===== src/rtl/knn_pkg.sv =====
// Shared types and default sizing for the KNN query sequencer slice.
package knn_pkg;

  typedef enum logic [2:0] {IDLE, STREAM, DRAIN, WAIT, RESP} state_t;

  // Width of a counter that must hold values 0..max_val.
  function automatic int unsigned ctr_width(input int unsigned max_val);
    return (max_val < 1) ? 1 : $clog2(max_val + 1);
  endfunction

  localparam int unsigned DATA_WIDTH_DEF = 8;
  localparam int unsigned FEATURES_DEF   = 8;
  localparam int unsigned MAX_TRAIN_DEF  = 64;
  localparam int unsigned TIMEOUT_DEF    = 255;

  localparam int unsigned VW = DATA_WIDTH_DEF * FEATURES_DEF;
  localparam int unsigned CW = $clog2(MAX_TRAIN_DEF) + 1;
  localparam int unsigned TW = ctr_width(TIMEOUT_DEF);

endpackage


===== src/rtl/knn_query_sequencer_if.sv =====
// Sequencer <-> distance/comparator datapath bus.
interface knn_query_sequencer_if
  import knn_pkg::*;
#(
  parameter int unsigned VEC_W = VW
);
  logic [VEC_W-1:0] train_data;
  logic             train_label;
  logic             data_valid;
  logic             training_done;
  logic [VEC_W-1:0] test_data;
  logic             pred_valid;
  logic             pred_label;

  modport master (
    output train_data, train_label, data_valid, training_done, test_data,
    input  pred_valid, pred_label
  );

  modport slave (
    input  train_data, train_label, data_valid, training_done, test_data,
    output pred_valid, pred_label
  );
endinterface


===== src/rtl/knn_train_buffer.sv =====
// Training sample store: one synchronous write port, one combinational read port.
module knn_train_buffer #(
  parameter int unsigned DEPTH = 64,
  parameter int unsigned WIDTH = 65
) (
  input  logic                     clk,
  input  logic                     we,
  input  logic [$clog2(DEPTH)-1:0] waddr,
  input  logic [WIDTH-1:0]         wdata,
  input  logic [$clog2(DEPTH)-1:0] raddr,
  output logic [WIDTH-1:0]         rdata
);

  logic [WIDTH-1:0] mem [DEPTH];

  always_ff @(posedge clk) begin
    if (we) mem[waddr] <= wdata;
  end

  assign rdata = mem[raddr];

endmodule


===== src/rtl/knn_query_sequencer.sv =====
// Owns the KNN datapath: streams the stored training set for each query,
// drains the pipeline, then returns the predicted label (or an error).
module knn_query_sequencer
  import knn_pkg::*;
#(
  parameter int unsigned DATA_WIDTH = 8,
  parameter int unsigned FEATURES   = 8,
  parameter int unsigned MAX_TRAIN  = 64,
  parameter int unsigned PIPE_LAT   = 2,
  parameter int unsigned TIMEOUT    = 255
) (
  input  logic                             clk,
  input  logic                             rst,
  input  logic                             clr_i,
  input  logic                             ld_valid_i,
  output logic                             ld_ready_o,
  input  logic [DATA_WIDTH*FEATURES-1:0]   ld_data_i,
  input  logic                             ld_label_i,
  input  logic                             q_valid_i,
  output logic                             q_ready_o,
  input  logic [DATA_WIDTH*FEATURES-1:0]   q_data_i,
  output logic                             res_valid_o,
  input  logic                             res_ready_i,
  output logic                             res_label_o,
  output logic                             res_err_o,
  knn_query_sequencer_if.master            dp,
  output logic [$clog2(MAX_TRAIN):0]       train_count_o,
  output logic                             busy_o
);

  localparam int unsigned VEC_W = DATA_WIDTH * FEATURES;
  localparam int unsigned AW    = $clog2(MAX_TRAIN);
  localparam int unsigned CNT_W = AW + 1;
  localparam int unsigned TO_W  = ctr_width(TIMEOUT);
  localparam int unsigned DR_W  = ctr_width(PIPE_LAT);

  state_t           state, state_n;
  logic [CNT_W-1:0] count, count_n, last_idx;
  logic [AW-1:0]    rd_idx, rd_idx_n;
  logic [DR_W-1:0]  drain_cnt, drain_cnt_n;
  logic [TO_W-1:0]  to_cnt, to_cnt_n;
  logic [VEC_W-1:0] test_q, test_n;
  logic             res_label, res_label_n, res_err, res_err_n;
  logic             idle, ld_fire, q_fire;
  logic [VEC_W:0]   rd_word;

  knn_train_buffer #(.DEPTH(MAX_TRAIN), .WIDTH(VEC_W + 1)) u_buf (
    .clk   (clk),
    .we    (ld_fire),
    .waddr (count[AW-1:0]),
    .wdata ({ld_label_i, ld_data_i}),
    .raddr (rd_idx),
    .rdata (rd_word)
  );

  // Handshakes are gated by rst so every output reads 0 while reset is held.
  assign idle       = (state == IDLE);
  assign ld_ready_o = idle && !rst && !clr_i && (count < CNT_W'(MAX_TRAIN));
  assign q_ready_o  = idle && !rst && !clr_i && !ld_valid_i;
  assign ld_fire    = ld_valid_i && ld_ready_o;
  assign q_fire     = q_valid_i && q_ready_o;
  assign last_idx   = count - 1'b1;

  always_ff @(posedge clk or posedge rst) begin
    if (rst) begin
      state     <= IDLE;
      count     <= '0;
      rd_idx    <= '0;
      drain_cnt <= '0;
      to_cnt    <= '0;
      test_q    <= '0;
      res_label <= 1'b0;
      res_err   <= 1'b0;
    end else begin
      state     <= state_n;
      count     <= count_n;
      rd_idx    <= rd_idx_n;
      drain_cnt <= drain_cnt_n;
      to_cnt    <= to_cnt_n;
      test_q    <= test_n;
      res_label <= res_label_n;
      res_err   <= res_err_n;
    end
  end

  always_comb begin
    state_n     = state;
    count_n     = count;
    rd_idx_n    = rd_idx;
    drain_cnt_n = drain_cnt;
    to_cnt_n    = to_cnt;
    test_n      = test_q;
    res_label_n = res_label;
    res_err_n   = res_err;
    unique case (state)
      IDLE: begin
        if (clr_i)        count_n = '0;
        else if (ld_fire) count_n = count + 1'b1;
        if (q_fire) begin
          test_n   = q_data_i;
          rd_idx_n = '0;
          if (count == '0) begin
            res_err_n   = 1'b1;
            res_label_n = 1'b0;
            state_n     = RESP;
          end else begin
            state_n = STREAM;
          end
        end
      end
      STREAM: begin
        // rd_idx stops at count-1 instead of incrementing, so a full buffer never wraps it.
        if ({1'b0, rd_idx} == last_idx) begin
          rd_idx_n    = '0;
          drain_cnt_n = '0;
          to_cnt_n    = '0;
          state_n     = (PIPE_LAT == 0) ? WAIT : DRAIN;
        end else begin
          rd_idx_n = rd_idx + 1'b1;
        end
      end
      DRAIN: begin
        if (drain_cnt == DR_W'(PIPE_LAT - 1)) begin
          to_cnt_n = '0;
          state_n  = WAIT;
        end else begin
          drain_cnt_n = drain_cnt + 1'b1;
        end
      end
      WAIT: begin
        if (dp.pred_valid) begin
          res_label_n = dp.pred_label;
          res_err_n   = 1'b0;
          state_n     = RESP;
        end else if (to_cnt == TO_W'(TIMEOUT - 1)) begin
          res_label_n = 1'b0;
          res_err_n   = 1'b1;
          state_n     = RESP;
        end else begin
          to_cnt_n = to_cnt + 1'b1;
        end
      end
      RESP: begin
        if (res_ready_i) state_n = IDLE;
      end
      default: state_n = IDLE;
    endcase
  end

  assign dp.data_valid    = (state == STREAM);
  assign dp.train_data    = (state == STREAM) ? rd_word[VEC_W-1:0] : '0;
  assign dp.train_label   = (state == STREAM) ? rd_word[VEC_W] : 1'b0;
  assign dp.training_done = (state == WAIT) && (to_cnt == '0);
  assign dp.test_data     = test_q;

  assign res_valid_o   = (state == RESP);
  assign res_label_o   = res_label;
  assign res_err_o     = res_err;
  assign train_count_o = count;
  assign busy_o        = !idle;

endmodule


===== src/flat_wrapper.sv =====
// flat-port wrapper written by rule: the top's interface ports become plain ports
module knn_query_sequencer_flat import knn_pkg::*;
#(
  parameter int unsigned DATA_WIDTH = 8,
  parameter int unsigned FEATURES   = 8,
  parameter int unsigned MAX_TRAIN  = 64,
  parameter int unsigned PIPE_LAT   = 2,
  parameter int unsigned TIMEOUT    = 255
)
  (clk, rst, clr_i, ld_valid_i, ld_ready_o, ld_data_i, ld_label_i, q_valid_i, q_ready_o, q_data_i, res_valid_o, res_ready_i, res_label_o, res_err_o, train_count_o, busy_o, dp_train_data, dp_train_label, dp_data_valid, dp_training_done, dp_test_data, dp_pred_valid, dp_pred_label);
  knn_query_sequencer_if #(.VEC_W(VW)) dp_i ();
  input  logic clk;
  input  logic rst;
  input  logic clr_i;
  input  logic ld_valid_i;
  output logic ld_ready_o;
  input  logic [DATA_WIDTH*FEATURES-1:0] ld_data_i;
  input  logic ld_label_i;
  input  logic q_valid_i;
  output logic q_ready_o;
  input  logic [DATA_WIDTH*FEATURES-1:0] q_data_i;
  output logic res_valid_o;
  input  logic res_ready_i;
  output logic res_label_o;
  output logic res_err_o;
  output logic [$clog2(MAX_TRAIN):0] train_count_o;
  output logic busy_o;
  output wire logic [$bits(dp_i.train_data)-1:0] dp_train_data;
  output wire logic [$bits(dp_i.train_label)-1:0] dp_train_label;
  output wire logic [$bits(dp_i.data_valid)-1:0] dp_data_valid;
  output wire logic [$bits(dp_i.training_done)-1:0] dp_training_done;
  output wire logic [$bits(dp_i.test_data)-1:0] dp_test_data;
  input wire logic [$bits(dp_i.pred_valid)-1:0] dp_pred_valid;
  input wire logic [$bits(dp_i.pred_label)-1:0] dp_pred_label;
  assign dp_train_data = dp_i.train_data;
  assign dp_train_label = dp_i.train_label;
  assign dp_data_valid = dp_i.data_valid;
  assign dp_training_done = dp_i.training_done;
  assign dp_test_data = dp_i.test_data;
  assign dp_i.pred_valid = dp_pred_valid;
  assign dp_i.pred_label = dp_pred_label;
  knn_query_sequencer #(.DATA_WIDTH(DATA_WIDTH), .FEATURES(FEATURES), .MAX_TRAIN(MAX_TRAIN), .PIPE_LAT(PIPE_LAT), .TIMEOUT(TIMEOUT)) u_core (.clk(clk), .rst(rst), .clr_i(clr_i), .ld_valid_i(ld_valid_i), .ld_ready_o(ld_ready_o), .ld_data_i(ld_data_i), .ld_label_i(ld_label_i), .q_valid_i(q_valid_i), .q_ready_o(q_ready_o), .q_data_i(q_data_i), .res_valid_o(res_valid_o), .res_ready_i(res_ready_i), .res_label_o(res_label_o), .res_err_o(res_err_o), .dp(dp_i), .train_count_o(train_count_o), .busy_o(busy_o));
endmodule

===== config.mk =====
export PLATFORM = sky130hd
export DESIGN_NAME = knn_query_sequencer_flat
export DESIGN_NICKNAME = d
export VERILOG_FILES = /design/src/rtl/knn_pkg.sv /design/src/rtl/knn_query_sequencer_if.sv /design/src/rtl/knn_train_buffer.sv /design/src/rtl/knn_query_sequencer.sv /design/src/flat_wrapper.sv
export SDC_FILE = /design/constraint.sdc
export NUM_CORES = 2
export LEC_CHECK = 0
export BUFFER_PORTS_ARGS = -buffer_cell sky130_fd_sc_hd__buf_2
export CORE_UTILIZATION = 56
export CTS_CLUSTER_DIAMETER = 100
export CTS_CLUSTER_SIZE = 16
export DETAILED_ROUTE_END_ITERATION = 10
export HOLD_SLACK_MARGIN = 0.1
export PLACE_DENSITY = 0.72
export SETUP_SLACK_MARGIN = 0.02
export SLEW_MARGIN = 0
export SYNTH_ARGS = -nofsm -noshare
export SYNTH_HDL_FRONTEND = slang
export SYNTH_MEMORY_MAX_BITS = 65536
export SYNTH_SLANG_ARGS = --single-unit

===== constraint.sdc =====
create_clock -name clk -period 6.45 [get_ports clk]
set_clock_uncertainty 0.1 [all_clocks]
set_input_delay 1.29 -clock clk [delete_from_list [all_inputs] [get_ports clk]]
set_output_delay 1.29 -clock clk [all_outputs]
set_load 0.01 [all_outputs]

; Word level (Yosys, flattened, before mapping)
; Memories as Yosys holds them, arrays and structs flattened.
; Cells that the tools add are included.
; Widths: inputs -> output; s select.
[word_totals]
mem_count = 1
ff_bits = 92
ramBits = 4160
out_inout_bits = 144
in_bits = 137
[op_classes]
n_eq_ne = 16
muxes = 35
order_cmp = 1
n_reduce_logical = 26
addsub = 5
[memory_table]
columns = name, depth, word_bits, rd, rd_clocked_by_memory_dff, write_ports, line_no
row1 = u_core.u_buf.mem, 64, 65, 1, 0, 1, knn_train_buffer.sv:14  ; logic [WIDTH-1:0] mem [DEPTH];
[op_table]
columns = operator, n
row1 = $mux 64, 1
row2 = $mux 8, 4
row3 = $pmux 8 s3, 1
row4 = $mux 3, 7
row5 = $pmux 3 s5, 1
row6 = $mux 7, 2
row7 = $mux 6, 2
row8 = $pmux 6 s2, 1
row9 = $mux 1, 11
row10 = $ne 2x2->1 const B, 5
row11 = $reduce_and 5->1, 2
row12 = $add 8x1->8 const B, 1
row13 = $eq 8x8->1 const B, 1
row14 = $logic_not 8->1, 1
row15 = $reduce_bool 2->1, 4
row16 = $add 7x1->7 const B, 1
row17 = $eq 6x7->1, 1
row18 = $logic_and 1x1->1, 7
row19 = $logic_not 7->1, 1
row20 = $lt 7x7->1 const B, 1
row21 = $sub 7x1->7 const B, 1
row22 = $add 6x1->6 const B, 1
row23 = $eq 3x2->1 const B, 2
row24 = $ne 2x1->1 const B, 3
row25 = 14 further kinds, 21

; Depth between registers and ports, before layout
[depth]
ltp_word = 7
depth_mapped = 10
mapped_depth_nobuf = 8

; Hierarchy
; A second synthesis with hierarchy kept.
[unflattened]
hier_cells = 6956
area_unflattened_um2 = 161658.8
[by_module_without_submodules]
columns = mod, area_per_inst_um2, n_inst, cells_each
row1 = knn_train_buffer, 157029.4, 1, 6541
row2 = knn_query_sequencer, 4629.4, 1, 415

; Least setup slack after synthesis
; No wires, ideal clock.
[synth_path]
path_kind = input -> register
from = input clr_i
to = memory u_core.u_buf.mem[61][0], enable pin
setup_slack_ps = 779
path_stages = 5
arrival_ps = 5083
path_buffers = 0
setup_ps = 489
cell_sequence = or3_1 -> nor2_1 -> and2_1 -> nand3_1 -> nor2_1
[synth_via]
elab_chain_cells = 6
[synth_lines]
columns = item, line_no
row1 = from (decl), flat_wrapper.sv:14  ; input logic clr_i;
row2 = $logic_not 1->1, knn_query_sequencer.sv:58  ; assign ld_ready_o = idle && !rst && !clr_i && (count < CNT_W'(MAX_TRAIN));
row3 = $logic_and 1x1->1 (2 in a row), knn_query_sequencer.sv:58
row4 = $logic_and 1x1->1, knn_query_sequencer.sv:60  ; assign ld_fire = ld_valid_i && ld_ready_o;
row5 = $mux 1, knn_train_buffer.sv:17  ; if (we) mem[waddr] <= wdata;
row6 = $mux 1 (not written as such), knn_train_buffer.sv:17
row7 = to (decl), knn_train_buffer.sv:14
; No other way between the ends.

; Worst setup path after layout
[layout_path]
from = register u_core.rd_idx[0]
to = output dp_train_data[38]
[layout_via]
elab_chain_cells = 2
[layout_lines]
columns = item, line_no
row1 = from (decl), knn_query_sequencer.sv:39  ; logic [AW-1:0] rd_idx, rd_idx_n;
row2 = from (signal assigned), knn_query_sequencer.sv:77  ; rd_idx <= rd_idx_n;
row3 = $mem_v2 64x65, n/a
row4 = $mux 64, knn_query_sequencer.sv:151  ; assign dp.train_data = (state == STREAM) ? rd_word[VEC_W-1:0] : '0;
row5 = to (decl), flat_wrapper.sv:28  ; output wire logic [$bits(dp_i.train_data)-1:0] dp_train_data;
; No other way between the ends.

==> flow_summary_export.csv <==
group,metric,value,unit
drt,routed-via-count,84000,
layout,final_cells,11500,
power_and_ir_drop,combinationalPowerShare,0.278,
global_routing,grt.overflow.total,0,
floorplanning,rows,197,
sta,worst_slew_pin_slew,1.41,ns
drt,drt-pass1-iter-count,7,
yosys,average_size_of_a_mapped_cell,22.3,sq um
floorplanning,die_boundary_height,540,um
global_routing,first_global_vias,80700,
placement,dpl.cell_count,11200,
yosys,async_reset_ff_frac,0.0216,
setup_path,slowest_delay,1.00,ns
status,outcome,"finished clean",
layout,n_fill_cell,19100,
setup_path,critical_path.max_fanout,40,
clock_network,cts_tree,"yes",
power_and_ir_drop,power.density,378,mW/mm^2
yosys,synth_top_flop_cell,"sky130_fd_sc_hd__edfxtp_1",
layout,layout_commonest_cell,"sky130_fd_sc_hd__edfxtp_1",
yosys,synthesized_net_count,7409,
layout,fin_nets,7839,
global_routing,grt_first_pass_wirelength,643,mm
setup_path,cp_num_buf_inv,3,
sta,relSlewSlack,0.0568,
placement,gp_congestion,0.825,
yosys,largest_cells_by_area_after_synthesis,"sky130_fd_sc_hd__edfxtp_1 77%, sky130_fd_sc_hd__mux4_2 12%, sky130_fd_sc_hd__mux2i_1 3.1%",
drt,viasPerCell,7.28,
yosys,yosysWarningCount,0,
floorplanning,core_area,0.288,sq mm
floorplanning,design.die.area,0.292,sq mm
clock_network,clk_latency,0.92,ns
power_and_ir_drop,seq_power_share,0.459,
drt,detail_route.drc_violations,0,
power_and_ir_drop,vdd.ir_drop.worst,0.400,mV
clock_network,cts.sinks,4252,
sta,timing.final.crit_share,0.968,
setup_path,timing.setup.critical_path_class,"reg2out",
yosys,synth.distinct_cells,59,
layout,final_cell_mix,"4160 x sky130_fd_sc_hd__edfxtp_1, 864 x sky130_fd_sc_hd__mux4_2, 496 x sky130_fd_sc_hd__mux2i_1, 306 x sky130_fd_sc_hd__clkbuf_16, 280 x sky130_fd_sc_hd__buf_2",
sta,setup_repair_after_global_routing_missed_its_margin,"false",
yosys,synthDominantAreaCellType,"sky130_fd_sc_hd__edfxtp_1",
power_and_ir_drop,switching_share_of_total_power,0.301,
global_routing,grt.total_usage,0.320,
placement,dp_hpwl,239,mm
clock_network,cts_buffers,304,
power_and_ir_drop,leakage,56.1,nW
layout,layout_overhead_on_the_synthesized_area,9.99,%
sta,finalHoldViolCount,0,
clock_network,cts.reportedPaths.clkPinSlew,0.08,ns
yosys,netlist_instances,7264,
clock_network,h-tree-depth,5,
global_routing,antenna_found_initial,40,
worst_hold_path,holdCritPathClass,"in2async",
setup_path,timing.critical_path.cells,"buf_12 -> buf_4 -> mux4_2 -> mux2i_1 -> nor2_1 -> a2111oi_0 -> o22ai_1 -> buf_2",
yosys,synth_seq_area_share,0.785,
setup_path,required_time_reported_for_the_critical_path_endpoint,5.06,ns
setup_path,worst_path_dominant_cell_family,"buffers and inverters",
sta,timing.final.max_slew_violations,0,
power_and_ir_drop,cell_internal_pwr,0.0472,W
sta,fin_setup_tns,0,ns
setup_path,start_kind,"register",
setup_path,worst_path_max_delay_cell,"sky130_fd_sc_hd__dfrtp_4",
clock_network,ctsRootBufferMaster,"sky130_fd_sc_hd__clkbuf_16",
clock_network,clock_path_buffers,4,
floorplanning,initial_cell_density_of_the_core,0.563,
power_and_ir_drop,p_sw,0.0203,W
setup_path,critPathArrivalTime,4.85,ns
floorplanning,dieWidth,540,um
sta,setup-violations-final,0,
power_and_ir_drop,post-layout-total-power,0.0674,W
sta,finalWorstPathRequiredPeriod,6.24,ns
layout,fraction_of_layout_instances_using_a_drive_strength_above_1,0.246,
sta,fmaxAchievable,160,MHz
job,maxCapViolCount,0,
yosys,post-synth-top-area-fraction,0.771,
power_and_ir_drop,part_of_the_power_in_the_clock_network,0.262,
drt,drt-total-wl,469,mm
drt,postRouteAntennaNets,0,
setup_path,setup.worst_path.end_class,"output pin",
placement,buffer_ports.inserted,280,
clock_network,cts_post_setup_buffers_inserted,0,
floorplanning,design.portCount,281,
yosys,syn-cell-area,0.162,sq mm
yosys,synth_seq_cells,4252,
drt,detail_route.wl_per_cell,40.6,um
yosys,synth-edff-count,4160,
drt,drt-initial-drc-count,14400,
global_routing,largest_net_degree_at_the_start_of_global_routing,101,
[layout make-up]
cell class              instances  area, sq um  share of cell area
clock inverters                28          512             0.00287
multi-input cells            2582        33200               0.186
clock buffers                 330         7750              0.0435
diodes                         16         40.0            0.000225
inverters                      13         50.0            0.000281
repair buffers                541         4740              0.0266
well taps                    3781         4730              0.0265
flip-flops and latches       4252       127000               0.714
[final timing paths]
kind,startpoint,endpoint,slack [ns],cells after the start
worst max-delay path,u_core.rd_idx[0]$_DFFE_PP0P_,dp_train_data[38],0.21,8
worst min-delay path,rst,u_core.train_count_o[5]$_DFFE_PP0P_,0.37,2
worst max register to register,u_core.state[0]$_DFFE_PP0P_,u_core.u_buf.mem[11][52]$_DFFE_PP_,1.88,7
worst min register to register,u_core.dp.test_data[19]$_DFFE_PP0P_,u_core.dp.test_data[19]$_DFFE_PP0P_,0.40,1
max in group asynchronous,rst,u_core.dp.test_data[11]$_DFFE_PP0P_,4.75,3
min in group clk,u_core.dp.test_data[19]$_DFFE_PP0P_,u_core.dp.test_data[19]$_DFFE_PP0P_,0.40,1
[flip-flops by register name (all words and copies together), names as in the netlist]
signal,flops
u_core.dp.test_data,64
u_core.drain_cnt,2
u_core.rd_idx,6
u_core.res_err_o,1
u_core.res_label_o,1
u_core.state,3
u_core.to_cnt,8
u_core.train_count_o,7
u_core.u_buf.mem,4160
[power groups by stage]
stage / combinational (W) / sequential (W) / clock [W]
after floorplan: 0.0127 / 0.0314 / 0
after global placement: 0.0185 / 0.0315 / 0
after detailed placement: 0.0187 / 0.0316 / 0
after CTS: 0.0187 / 0.0310 / 0.0178
after global routing: 0.0196 / 0.0310 / 0.0187
final: 0.0188 / 0.0310 / 0.0177
[kinds of logic after synthesis]
kind of cell / share of synthesized area
AOI/OAI and AO/OA: 0.0352
xor gates and xnor gates: 0.000811
adders and majority gates: 0.000618
buffers and inverters: 0.0140
DFF: 0.785
muxes: 0.155
and+or+nand+nor: 0.00905
[timing repair]
item / CTS / global route
hold buffers: 0 / 0
setup endpoints to repair: 0 / 2
resized for setup: 0 / 1
[cell usage after synthesis (8+ instances only)]
library cell,number
sky130_fd_sc_hd__mux2i_1,496
sky130_fd_sc_hd__o22ai_1,181
sky130_fd_sc_hd__nand2_1,103
sky130_fd_sc_hd__buf_2,146
sky130_fd_sc_hd__a22o_1,60
sky130_fd_sc_hd__buf_1,33
sky130_fd_sc_hd__nand2b_1,8
sky130_fd_sc_hd__a21o_1,19
sky130_fd_sc_hd__a21oi_1,126
sky130_fd_sc_hd__buf_4,50
sky130_fd_sc_hd__nand3_1,41
sky130_fd_sc_hd__buf_6,36
sky130_fd_sc_hd__ha_1,8
sky130_fd_sc_hd__a22oi_1,98
sky130_fd_sc_hd__o21ai_1,15
sky130_fd_sc_hd__nor2b_1,9
sky130_fd_sc_hd__o221ai_1,64
sky130_fd_sc_hd__a211o_1,23
sky130_fd_sc_hd__edfxtp_1,4160
sky130_fd_sc_hd__a2111oi_0,63
sky130_fd_sc_hd__o21ai_0,25
sky130_fd_sc_hd__mux2_2,64
sky130_fd_sc_hd__a211oi_1,91
sky130_fd_sc_hd__inv_1,12
sky130_fd_sc_hd__dfrtp_1,92
sky130_fd_sc_hd__mux4_2,864
sky130_fd_sc_hd__xor2_1,11
sky130_fd_sc_hd__or3_1,9
sky130_fd_sc_hd__clkbuf_1,150
sky130_fd_sc_hd__a221oi_1,23
sky130_fd_sc_hd__nor2_1,125
[metrics by stage]
stage               setup WS, ns   util  hold WS [ns]  area, sq um
floorplan                  0.779      -         0.377       162000
detailed placement          1.06  0.590         0.388       170000
finish                     0.208  0.619         0.365       178000
CTS                       0.0608  0.619         0.345       178000
global placement            1.05  0.590         0.381       170000
global route             0.00515  0.619         0.412       178000
[routing by layer]
metal	routed length [um]	share of wire	track usage	up-vias
li1	-	-	-	31500
met1	165000	0.35	0.449	44500
met2	218000	0.47	0.497	7017
met3	66600	0.14	0.0763	1025
met4	18200	0.039	0.112	18
met5	122	0.00026	0	-
No activity file was read; power rests on OpenSTA's default activity.
